<file path="src/rtl/tff_updown_counter.sv">
// Modulo-MODULUS up/down counter built from a bank of T stages.
// Exposes the toggle vector, the count, a terminal-count flag and a registered wrap pulse.
module tff_updown_counter #(
    parameter int WIDTH   = 4,
    parameter int MODULUS = 10
) (
    input  logic             clk,
    input  logic             clr,
    input  logic             en,
    input  logic             up,
    input  logic             load,
    input  logic [WIDTH-1:0] d,
    output logic [WIDTH-1:0] count,
    output logic [WIDTH-1:0] t_out,
    output logic             tc,
    output logic             wrap
);

    localparam logic [WIDTH-1:0] MAX_CNT = WIDTH'(MODULUS - 1);
    localparam logic [WIDTH:0]   MOD_EXT = (WIDTH + 1)'(MODULUS);

    logic [WIDTH-1:0] count_q, count_d;
    logic             wrap_q, wrap_d;
    logic [WIDTH-1:0] dsat;
    logic [WIDTH-1:0] inc_t, dec_t;
    logic             run_hi, run_lo;
    logic             at_max, at_top, at_zero;

    // Ripple-carry / ripple-borrow toggle patterns for a plain binary step.
    always_comb begin
        inc_t  = '0;
        dec_t  = '0;
        run_hi = 1'b1;
        run_lo = 1'b1;
        for (int i = 0; i < WIDTH; i++) begin
            inc_t[i] = run_hi;
            dec_t[i] = run_lo;
            run_hi   = run_hi & count_q[i];
            run_lo   = run_lo & ~count_q[i];
        end
    end

    always_comb begin
        dsat    = ({1'b0, d} < MOD_EXT) ? d : MAX_CNT;
        at_max  = (count_q == MAX_CNT);
        // A stray value above the range still wraps to 0 when counting up.
        at_top  = (count_q >= MAX_CNT);
        at_zero = (count_q == '0);

        t_out = '0;
        tc    = 1'b0;
        if (load) begin
            t_out = count_q ^ dsat;
        end else if (en) begin
            if (up) begin
                t_out = at_top ? count_q : inc_t;
                tc    = at_max;
            end else begin
                t_out = at_zero ? MAX_CNT : dec_t;
                tc    = at_zero;
            end
        end

        count_d = count_q ^ t_out;
        wrap_d  = tc;
    end

    always_ff @(posedge clk or posedge clr) begin
        if (clr) begin
            count_q <= '0;
            wrap_q  <= 1'b0;
        end else begin
            count_q <= count_d;
            wrap_q  <= wrap_d;
        end
    end

    assign count = count_q;
    assign wrap  = wrap_q;

endmodule

</file>
<file path="config.mk">
export PLATFORM = sky130hd
export DESIGN_NAME = tff_updown_counter
export DESIGN_NICKNAME = d
export VERILOG_FILES = /design/src/rtl/tff_updown_counter.sv
export SDC_FILE = /design/constraint.sdc
export NUM_CORES = 1
export LEC_CHECK = 0
export ABC_AREA = 1
export CAP_MARGIN = 25
export CORE_MARGIN = 2
export CORE_UTILIZATION = 25
export DETAILED_ROUTE_END_ITERATION = 8
export PLACE_DENSITY = 0.61
export SETUP_SLACK_MARGIN = 0.1
export SYNTH_ARGS = -nofsm -noshare
export SYNTH_HDL_FRONTEND = slang
export SYNTH_SLANG_ARGS = --single-unit
</file>
<file path="constraint.sdc">
create_clock -name clk -period 3.48 [get_ports clk]
set_clock_uncertainty 0.15 [all_clocks]
set_input_delay 1.044 -clock clk [delete_from_list [all_inputs] [get_ports clk]]
set_output_delay 1.044 -clock clk [all_outputs]
set_load 0.01 [all_outputs]
</file>
Yosys cells after proc, flatten, opt, wreduce, memory -nomap -nowiden
Index checks and enable logic that the tools add are counted.
{ "word_totals": {"ff_bits": 5, "inputBits": 9, "out_inout_bits": 10} }
{ "op_classes": {"magnitude_cmp": 2, "n_eq_ne": 1, "n_mux": 9, "bitwise": 9, "n_reduce_logical": 1} }
{ "ops": {"columns": ["cell", "count"], "rows": [
  ["$mux W4", 6],
  ["$xor A4 B4 Y4", 2],
  ["$and A1 B1 Y1", 4],
  ["$eq A4 B4 Y1 const B", 1],
  ["$ge A4 B4 Y1 const B", 1],
  ["$logic_not A4 Y1", 1],
  ["$lt A4 B4 Y1 const B", 1],
  ["$mux W1", 3],
  ["$not A1 Y1", 3]
]} }

Depth between registers and ports, before layout
{ "depth": {"ltp_word": 8, "mapped_depth": 8} }

Worst setup path after synthesis
No wires, ideal clock.
{ "synth_timing": {"kind": "input-to-output", "startpoint": "in load", "endpoint": "out tc", "t_arrival_ns": 1.588, "path_slack_ns": 0.698, "path_stages": 3, "path_cell_list": "inv_2 > nand2_1 > a211oi_1"} }
{ "synth_between": {"elab_chain_len": 1} }
{ "synth_lines": {"columns": ["element", "line_no", "text"], "rows": [
  ["from (decl)", "11", "input logic load,"],
  ["$mux W1", "52", "if (load) begin"],
  ["to (decl)", "15", "output logic tc,"]
]} }
No other way between the ends.

Worst setup path in the final report
{ "layout_timing": {"startpoint": "in en", "endpoint": "out t_out[3]"} }
{ "layout_between": {"elab_chain_len": 2} }
{ "layout_lines": {"columns": ["element", "line_no", "text"], "rows": [
  ["from (decl)", "9", "input logic en,"],
  ["$mux W4", "54", "end else if (en) begin"],
  ["$mux W4", "52", null],
  ["to (decl)", "14", "output logic [WIDTH-1:0] t_out,"]
]} }
No other way between the ends.

==> metrics.md <==
| Metric | Value |
|---|---|
| Run status | finished, final reports clean |
| Post-synthesis net count | 87 |
| Clk sink count | 5 |
| Worst path cell trace | clkdlybuf4s50_1, nand2_4, clkinv_4, nand3_2, nand2_2, dlygate4sd2_1 |
| Seq cells post-synth | 5 |
| I/O pin cnt | 19 |
| Startpoint Class | input port |
| Min Tclk post-route | 3.32 ns |
| Endpoint type of the worst setup path | output pin |
| Root Buffer | clkbuf_4 |
| Clk buf depth | 2 |
| CP arrival | 2.12 ns |
| P_leak | 0.461 nW |
| GRT overflow | 0 |
| Avg Cell Area, Syn | 5.87 um2 |
| Synth top cells by count | 30 x nand2_1, 11 x nand3_1, 5 x dfrtp_1, 5 x inv_1 |
| Final hold violations | 0 |
| Top cells by area, synth | dfrtp_1 27%, nand2_1 25%, nand3_1 12% |
| Filler instances | 181 |
| Metal-1 WL | 625 um |
| Post-DR wirelength/cell | 10.5 um |
| Final instance area | 843 um2 |
| Nets@finish | 127 |
| Largest net degree at the start of global routing | 9 |
| CP peak stage delay | 0.53 ns |
| Core ar. | 1730 um2 |
| Area leader, netlist | dfrtp_1 |
| Crit path required time | 2.29 ns |
| Top cell type's share of synthesized area | 0.273 |
| Via count | 648 |
| Final ANT Viol Nets | 0 |
| Hpwl dp | 964 um |
| Initial DRT Pass Iterations | 4 |
| Area grow syn2layout | 84.2% |
| Fmax | 302 MHz |
| Mapped Area | 458 um2 |
| Hold_buf cts | 0 |
| Yosys cell types | 17 |
| Number of diodes | 0 |
| Rows | 15 |
| Met3 wire length | 102 um |
| Top Metal Used | met4 |
| FF-to-FF setup slack | 0.82 ns |
| Max H-tree Level | 1 |
| Max_cap viols | 0 |
| Async SR Flop Fraction | 1.00 |
| Die ar. | 2190 um2 |
| Cts bufs inserted | 3 |
| Synth Instances | 78 |
| Util after Layout | 0.488 |
| Insertion delay to the later sink of the worst-skew pair | 0.25 ns |
| Most common cell in the netlist | nand2_1 |
| First-pass GRT wire length | 2420 um |
| I/O Buffers | 18 |
| Layout cells sized above 1 | 0.359 |
| Final Setup Violations | 0 |
| Peak VDD IR | 0.224 mV |
| Hold Path Class | reg2reg |
| Warnings, synthesis | 0 |
| Power density over cell area | 671 nW/um2 |
| # DRC | 0 |
| Crit path max fanout | 4 |
| Least-Margin Pin Slew | 0.286 ns |
| RSZ-0062 raised after global routing | no |
| Synth Flop Type | dfrtp_1 |
| Vias in the first global route | 555 |
| Initial antenna violation count | 0 |
| Routed wire length | 1500 um |
| Die Span X | 46.8 um |
| Initial Util | 0.265 |
| Seq/Total Area, Yosys | 0.273 |
| Final period util | 0.953 |
| Post-synth EDFFs | 0 |
| Iter 0 DRT Violations | 30 |
| Setup ws final | 0.165 ns |
| Slew headroom | 0.809 |
| Worst-path clk slew | 0.05 ns |
| DR vias/cell | 4.56 |
| Crit path max-delay cell type | clkdlybuf4s50_1 |
| CTS tree | built |
| Fin. max-slew vios | 0 |
| Area after DPL | 707 um2 |
| Total GRT Usage | 0.159 |
| Critical path type | in2out |
| Place WS | -0.285 ns |
| Met2 routed WL | 747 um |
| Total power draw | 0.000566 W |
| Die Span Y | 46.8 um |
| Placer Congestion | 0.906 |
[critical path, delay by kind of cell]
kind	cells	cell delay, ns
buffers and inverters	3	0.85
AND/OR/NAND/NOR	3	0.22
[metal layers]
layer	GRT usage	up-vias
met5	0	-
li1	-	326
met2	0.293	29
met1	0.181	289
met3	0.0346	4
met4	0.0500	0
[kinds of logic after synthesis]
kind of cell / after synthesis / share of synthesized area
AO/OA/AOI/OAI: 9 / 0.109
buffers and inverters: 11 / 0.0929
flip-flops: 5 / 0.273
AND/OR/NAND/NOR: 53 / 0.525
[power by group]
group	internal, W	switching (W)
Clock	0.0000437	0.0000295
Combinational	0.000176	0.000183
Sequential	0.0000828	0.0000505
[worst paths after layout]
kind	endpoint	depth (start not counted)	start
setup reg to reg	count[2]	17	count[2]
hold / removal	count[2]	2	count[2]
max in group asynchronous	wrap	2	clr
hold reg to reg	count[2]	2	count[2]
min in group asynchronous	count[2]	2	clr
setup / recovery	t_out[3]	6	en
[layout make-up]
| cell class | instances | area (um2) | share of cell area |
|---|---|---|---|
| timing repair buffer | 35 | 297 | 0.352 |
| sequential | 5 | 125 | 0.148 |
| inverter | 11 | 47.5 | 0.0564 |
| multi-input combinational | 62 | 317 | 0.375 |
| clock buffer | 4 | 26.3 | 0.0312 |
| tap | 25 | 31.3 | 0.0371 |
[cell usage in the layout (no fill, tap or decap), types with 2 or more instances in the layout]
master,count
clkbuf_4,3
clkdlybuf4s50_1,8
nand2_1,28
dfrtp_1,5
clkbuf_2,2
buf_4,17
o21ai_2,2
inv_2,4
inv_1,5
nor2_1,4
dlymetal6s2s_1,3
nand2_2,5
dlygate4sd2_1,3
nand3_1,11
a21oi_1,2
o21ai_1,2
[through the flow]
| stage | cells | hold WS [ns] | TNS, ns |
|---|---|---|---|
| 2_1_floorplan | 78 | 0.445 | 0 |
| 3_3_place_gp | 126 | 0.426 | -1.10 |
| 3_5_place_dp | 126 | 0.435 | -1.12 |
| 4_1_cts | 142 | 0.449 | 0 |
| 5_1_grt | 142 | 0.507 | 0 |
| 6_report | 142 | 0.465 | 0 |
[registers in the layout (all words and copies together), names as in the netlist]
signal and flops:
count 4, wrap 1
[repair_timing]
action                                  4_1_cts  5_1_grt
hold endpoints to repair                      0        0
gates resized for setup                      17       10
setup buffers                                12        0
endpoints found under the setup margin        5        6
pin swaps                                     2        2
Note: power is estimated with default switching activity, not from simulation.
